## src/rtl/axi_rd_arb_n.sv

```systemverilog
// axi_rd_arb_n: N-master to 1-slave AXI4 read arbiter, one burst in flight.
// Round-robin by default; define AXI_RD_ARB_FIXED_PRIO_EN for fixed priority
// (lowest index wins, no rotating pointer).
// Ports:
//   clock, reset          rising-edge clock, async active-high reset
//   m_ar*  / m_arready    per-master AR channels (packed, master i at slice i)
//   m_rvalid / m_rready   per-master R handshake; m_r* payload is shared
//   s_ar*  / s_r*         slave-side AR and R channels
//   busy                  high while a transaction is owned (ADDR or DATA)
//   grant                 index of the current owner, valid while busy
module axi_rd_arb_n #(
    parameter int N_MST  = 2,
    parameter int ADDR_W = 32,
    parameter int DATA_W = 32,
    parameter int ID_W   = 4
) (
    input  logic                      clock,
    input  logic                      reset,
    input  logic [N_MST-1:0]          m_arvalid,
    output logic [N_MST-1:0]          m_arready,
    input  logic [N_MST*ADDR_W-1:0]   m_araddr,
    input  logic [N_MST*ID_W-1:0]     m_arid,
    input  logic [N_MST*8-1:0]        m_arlen,
    input  logic [N_MST*3-1:0]        m_arsize,
    output logic [N_MST-1:0]          m_rvalid,
    input  logic [N_MST-1:0]          m_rready,
    output logic [DATA_W-1:0]         m_rdata,
    output logic [1:0]                m_rresp,
    output logic                      m_rlast,
    output logic [ID_W-1:0]           m_rid,
    output logic                      s_arvalid,
    input  logic                      s_arready,
    output logic [ADDR_W-1:0]         s_araddr,
    output logic [ID_W-1:0]           s_arid,
    output logic [7:0]                s_arlen,
    output logic [2:0]                s_arsize,
    input  logic                      s_rvalid,
    output logic                      s_rready,
    input  logic [DATA_W-1:0]         s_rdata,
    input  logic [1:0]                s_rresp,
    input  logic                      s_rlast,
    input  logic [ID_W-1:0]           s_rid,
    output logic                      busy,
    output logic [$clog2(N_MST)-1:0]  grant
);

    localparam int GW = $clog2(N_MST);

    localparam logic [1:0] IDLE = 2'd0;
    localparam logic [1:0] ADDR = 2'd1;
    localparam logic [1:0] DATA = 2'd2;

    logic [1:0]    state_q, state_d;
    logic [GW-1:0] grant_q, grant_d;
    logic [GW-1:0] winner;

`ifdef AXI_RD_ARB_FIXED_PRIO_EN
    // Scan downward so the lowest requesting index is the last to write.
    always_comb begin
        winner = '0;
        for (int i = N_MST - 1; i >= 0; i--) begin
            if (m_arvalid[i]) winner = GW'(i);
        end
    end
`else
    logic [GW-1:0] ptr_q, ptr_d;
    logic [GW-1:0] sel;
    logic          found;

    // First requester at or above ptr, wrapping past N_MST-1 to 0.
    always_comb begin
        winner = '0;
        found  = 1'b0;
        sel    = '0;
        for (int k = 0; k < N_MST; k++) begin
            sel = GW'((int'(ptr_q) + k) % N_MST);
            if (!found && m_arvalid[sel]) begin
                winner = sel;
                found  = 1'b1;
            end
        end
    end
`endif

    always_comb begin
        state_d = state_q;
        grant_d = grant_q;
`ifndef AXI_RD_ARB_FIXED_PRIO_EN
        ptr_d   = ptr_q;
`endif
        case (state_q)
            IDLE: begin
                if (|m_arvalid) begin
                    grant_d = winner;
                    state_d = ADDR;
                end
            end
            ADDR: begin
                // A master withdrawing its request releases the bus.
                if (m_arvalid[grant_q] && s_arready) state_d = DATA;
                else if (!m_arvalid[grant_q])        state_d = IDLE;
            end
            DATA: begin
                // Burst ends on RLAST only; ARLEN is never counted.
                if (s_rvalid && m_rready[grant_q] && s_rlast) begin
                    state_d = IDLE;
`ifndef AXI_RD_ARB_FIXED_PRIO_EN
                    ptr_d = (grant_q == GW'(N_MST - 1)) ? '0
                                                       : grant_q + GW'(1);
`endif
                end
            end
            default: state_d = IDLE;
        endcase
    end

    always_ff @(posedge clock or posedge reset) begin
        if (reset) begin
            state_q <= IDLE;
            grant_q <= '0;
`ifndef AXI_RD_ARB_FIXED_PRIO_EN
            ptr_q   <= '0;
`endif
        end else begin
            state_q <= state_d;
            grant_q <= grant_d;
`ifndef AXI_RD_ARB_FIXED_PRIO_EN
            ptr_q   <= ptr_d;
`endif
        end
    end

    assign busy  = (state_q != IDLE);
    assign grant = grant_q;

    assign s_arvalid = (state_q == ADDR) && m_arvalid[grant_q];
    assign s_araddr  = m_araddr[int'(grant_q)*ADDR_W +: ADDR_W];
    assign s_arid    = m_arid[int'(grant_q)*ID_W +: ID_W];
    assign s_arlen   = m_arlen[int'(grant_q)*8 +: 8];
    assign s_arsize  = m_arsize[int'(grant_q)*3 +: 3];

    // Slave data outside DATA is left stalled rather than dropped.
    assign s_rready  = (state_q == DATA) && m_rready[grant_q];

    always_comb begin
        m_arready = '0;
        m_rvalid  = '0;
        if (state_q == ADDR) m_arready[grant_q] = s_arready;
        if (state_q == DATA) m_rvalid[grant_q]  = s_rvalid;
    end

    assign m_rdata = s_rdata;
    assign m_rresp = s_rresp;
    assign m_rlast = s_rlast;
    assign m_rid   = s_rid;

endmodule

```

## config.mk

```make
export PLATFORM = sky130hd
export DESIGN_NAME = axi_rd_arb_n
export DESIGN_NICKNAME = d
export VERILOG_FILES = /design/src/rtl/axi_rd_arb_n.sv
export SDC_FILE = /design/constraint.sdc
export NUM_CORES = 1
export LEC_CHECK = 0
export BUFFER_PORTS_ARGS = -buffer_cell sky130_fd_sc_hd__buf_4
export CAP_MARGIN = 20
export CORE_AREA = 2 2 90 92
export CTS_CLUSTER_SIZE = 40
export DETAILED_ROUTE_END_ITERATION = 16
export DIE_AREA = 0 0 92 94
export GPL_TIMING_DRIVEN = 1
export HOLD_SLACK_MARGIN = 0.05
export REMOVE_ABC_BUFFERS = 1
export SYNTH_ARGS = -nofsm -noshare
export SYNTH_HDL_FRONTEND = slang
export SYNTH_SLANG_ARGS = --single-unit
```

## constraint.sdc

```tcl
create_clock -name clock -period 1.9 [get_ports clock]
set_clock_uncertainty 0.2 [all_clocks]
set_input_delay 0.38 -clock clock [delete_from_list [all_inputs] [get_ports clock]]
set_output_delay 0.38 -clock clock [all_outputs]
set_load 0.01 [all_outputs]
```

# [After elaboration in Yosys (flattened, before gate mapping)]
# Cells that the tools add are included.
# W data, S select, Z words.
[totals] reg_bits=4 mem_count=0 elab_cells=56 ramBits=0 mem_bits_ro=0 out_inout_bits=94 latch_bits=0 input_bits=141
[op_classes] n_div=0 n_bitwise=2 eq_ne=5 order_cmp=4 reduce_logical=14 n_mul=1 add_sub_neg=2 n_mux=21 shifts=4
[op_table] op="$shiftx A64 B7 Y32" count=1
[op_table] op="$shiftx A16 B5 Y8" count=1
[op_table] op="$mux W1" count=13
[op_table] op="$mux W2" count=6
[op_table] op="$shiftx A8 B4 Y4" count=1
[op_table] op="$logic_and A1 B1 Y1" count=7
[op_table] op="$lt A1 B2 Y1 const B" count=3
[op_table] op="$pmux W2 S3" count=1
[op_table] op="$shiftx A6 B4 Y3" count=1
[op_table] op="$and A2 B2 Y2" count=2
[op_table] op="$ne A2 B2 Y1 const B" count=2
[op_table] op="$reduce_and A2 Y1" count=2
[op_table] op="$mul A1 B2 Y3 const B" count=1
[op_table] op="$ne A3 B3 Y1 const B" count=1
[op_table] op="$reduce_and A3 Y1" count=1
[op_table] op="$add A1 B1 Y1 const B" count=2
[op_table] op="$eq A2 B1 Y1 const B" count=1
[op_table] op="$eq A2 B2 Y1 const B" count=1
[op_table] op="$logic_not A2 Y1" count=1
[op_table] op="$reduce_bool A2 Y1" count=1
[op_table] op="$reduce_or A2 Y1" count=1
[op_table] op="$demux W1 S1" count=1
[op_table] op="$ge A1 B1 Y1 const B" count=1
[op_table] op="$logic_not A1 Y1" count=1

# [Longest topological paths before layout]
[logic_depth] word_depth=6 depth_mapped=4 mapped_depth_nobuf=3

# [Least setup slack after synthesis]
# No wires, ideal clock.
[synth_path] kind="register -> output" startpoint="register grant_q (netlist: grant)" endpoint="output s_araddr[0]" t_arrival_ns=1.080 path_stages_with_launch=4 path_slack_ns=0.240 n_path_buf=2 t_required_ns=1.320 path_cell_list="dfrtp_1 > buf_6 > buf_6 > mux2_4"
[synth_via] elab_chain_len=1
[synth_lines] element="start, declared" line="54" text="logic [GW-1:0] grant_q, grant_d;"
[synth_lines] element="start signal, assigned" line="126" text="grant_q <= grant_d;"
[synth_lines] element="$shiftx A64 B7 Y32" line="137" text="assign s_araddr = m_araddr[int'(grant_q)*ADDR_W +: ADDR_W];"
[synth_lines] element="end, declared" line="33" text="output logic [ADDR_W-1:0] s_araddr,"
# Every way passes these cells.

# [Final worst setup path]
[layout_path] startpoint="register grant_q (netlist: grant)" endpoint="output s_araddr[9]"
# The elaborated chain is that of the path after synthesis.

==> metrics.md <==
| Metric | Value |
|---|---|
| Vias in the first global route | 1343 |
| Htree depth | 1 |
| Syn-to-layout area delta | 96.0% |
| Grt total ovfl | 0 |
| First-pass GRT wire length | ~7.9 mm |
| Post-synthesis cell type count | 22 |
| CTS tree | built |
| Clk_lat worst skew | about 220 ps |
| Tmin final | just under 2000 ps |
| Number of cells produced by synthesis | ~130 |
| Least-Margin Pin Slew | roughly 190 ps |
| DRT Pass-1 Iters | 4 |
| Failing checks | setup timing |
| Crit path max fanout | 17 |
| GPL Wtd Cong | roughly 0.68 |
| Pre-CTS setup slack | ~170 ps |
| Crit path DAT | about 1400 ps |
| Max frequency | ~0.52 GHz |
| Peak VDD IR | 0.369 mV |
| DP HPWL | 4.99 mm |
| Syn Std Cell Area | approximately 0.0013 mm² |
| Longest Clk Path Bufs | 2 |
| Clk root buf | clkbuf_8 |
| DR WL/cell | ~17 µm |
| Standard-cell row count | 32 |
| Critical Path RT | 1320 ps |
| Unrepaired setup endpoints after global routing | true |
| EDFF count, synth | 0 |
| Async S/R FF share, synth | 1.00 |
| Ant diodes | 0 |
| Max Cap Viol | 0 |
| Tot GR Track Use | 0.120 |
| Mean post-synth cell area | 10.2 µm² |
| Chip height | approximately 94 µm |
| CP Class | flip-flop to output port |
| Setup ws final | -38.8 ps |
| Synthesized flop and latch total | 4 |
| Count leader, synth | buf_4 |
| Layout cell share with drive strength beyond 1 | 0.867 |
| Top cells by area, synth | mux2_4 (40%), buf_4 (23%), mux2_2 (11%) |
| Relative slew slack | 0.872 |
| DIE AREA | just under 0.009 mm² |
| PD cells | 1050 mW/mm² |
| Routed Antenna Nets | 0 |
| Yosys top cell area share | 0.400 |
| Leakage power | around 1.3 nW |
| Area of the core | approximately 0.0076 mm² |
| 1st-iter DRT viols | 17 |
| Drt drc | 0 |
| Reg clk slew, reported paths | around 40 ps |
| Final hold violations | 0 |
| Clock buffer count from CTS | 3 |
| Syn. warnings | 0 |
| Final Max Slew Viols | 0 |
| Main synth FF type | dfrtp_1 |
| Number of vias per cell | between 4 and 5 |
| Status | finished, violations left |
| Die W | 92 µm |
| Fin Setup TNS | -1060 ps |
| Port bufs | around 160 |
| Min-Delay Path Class | input pin to flip-flop |
| Number of clock sinks | 4 |
| Sequential fraction of the synthesis area | 0.0785 |
| Final nets | between 300 and 400 |
| Largest net degree at the start of global routing | 35 |
| # setup viols final | 46 |
| Commonest cells post-synth | buf_4 (39), mux2_4 (34), mux2_2 (13), buf_6 (5) |
| Total I/O pin count | around 240 |
| Antenna violations before repair | 0 |
| Initial core utilization | 0.168 |
| CP startpoint kind | flip-flop |
| Final period util | 1.02 |
| Setup crit end kind | output port |
| Via count | around 1400 |
| Total routed wirelength | between 6 and 7 mm |
| Largest area contributor in the netlist | mux2_4 |
==> per-stage QoR <==
stage | area, µm² | hold WS [ps] | utilization | instances | power [mW]
CTS | 2390 | 156 | 0.314 | 348 | 2.47
global placement | 2280 | 84.7 | 0.300 | 343 | 2.17
detailed placement | 2280 | 90.3 | 0.300 | 343 | 2.19
floorplan | 921 | -53.9 | - | 80 | 1.35
finish | 2500 | 157 | 0.328 | 350 | 2.62
global route | 2500 | 166 | 0.328 | 350 | 2.76
==> report_power, final <==
group / switching [mW] / total, mW / internal, mW
registers: 0.0625 / 0.193 / 0.131
clock network: 0.0501 / 0.194 / 0.144
logic: 0.842 / 2.23 / 1.39
==> layout make-up <==
cell class                 instances  area [µm²]
sequential                         4         101
clock buffer                       4        45.0
tap                              102         128
fill                             792        5110
timing repair buffer             164        1400
multi-input combinational         72         806
inverter                           4        15.0
==> flip-flops by register name, indices dropped and copies added, names as in the netlist <==
register and count:
state_q 2, grant 1, ptr_q 1
==> routing by layer <==
| metal | vias up | share of wire | track usage |
|---|---|---|---|
| li1 | 640 | - | - |
| met1 | 612 | 0.33 | 0.124 |
| met2 | 166 | 0.42 | 0.162 |
| met3 | 8 | 0.23 | 0.124 |
| met4 | 4 | 0.0045 | 0.0187 |
| met5 | - | 0.019 | 0.115 |
==> placed cells by master (no fill, tap or decap) <==
| cell | count |
|---|---|
| dlygate4sd3_1 | 1 |
| o21ai_0 | 1 |
| clkbuf_8 | 3 |
| mux2_2 | 13 |
| mux2_4 | 34 |
| o22ai_1 | 1 |
| nor3_1 | 1 |
| a31oi_1 | 1 |
| nand2_1 | 4 |
| nor3_2 | 1 |
| nor3b_1 | 1 |
| clkbuf_1 | 1 |
| dfrtp_2 | 1 |
| buf_4 | 126 |
| nor2_1 | 4 |
| a21oi_1 | 2 |
| nor2b_1 | 2 |
| and4_1 | 1 |
| mux2i_1 | 3 |
| clkbuf_16 | 1 |
| inv_1 | 4 |
| and3_1 | 1 |
| dfrtp_1 | 3 |
| buf_12 | 2 |
| buf_6 | 34 |
| o21ai_1 | 1 |
| nand2b_1 | 1 |
==> timing repair <==
item | CTS | global route
hold endpoints to repair | 4 | 0
setup buffers | 0 | 1
hold buffers | 1 | 0
endpoints found under the setup margin | 29 | 49
cloned | 0 | 1
gates resized for setup | 14 | 20
==> path summary, 6_finish.rpt <==
check | startpoint | endpoint | slack [ps] | cells past startpoint
worst max-delay path | grant | s_araddr[9] | -40 | 3
worst min-delay path | m_arvalid[0] | grant | 160 | 2
worst max register to register | grant | ptr_q | 300 | 5
worst min register to register | state_q[1] | state_q[0] | 320 | 1
max in group asynchronous | reset | grant | 890 | 3
min in group asynchronous | reset | state_q[0] | 420 | 3
==> kinds of logic after synthesis <==
logic type	share of synthesized area
flops	0.0785
mux	0.539
compound gates	0.0255
simple gates	0.0677
buf+inv	0.289
==> worst max-delay path: stages (launching register included) <==
cell and delay (ps):
dfrtp_2 440, buf_12 190, mux2_2 350, buf_4 140
Power figures use the tool's default switching activity.
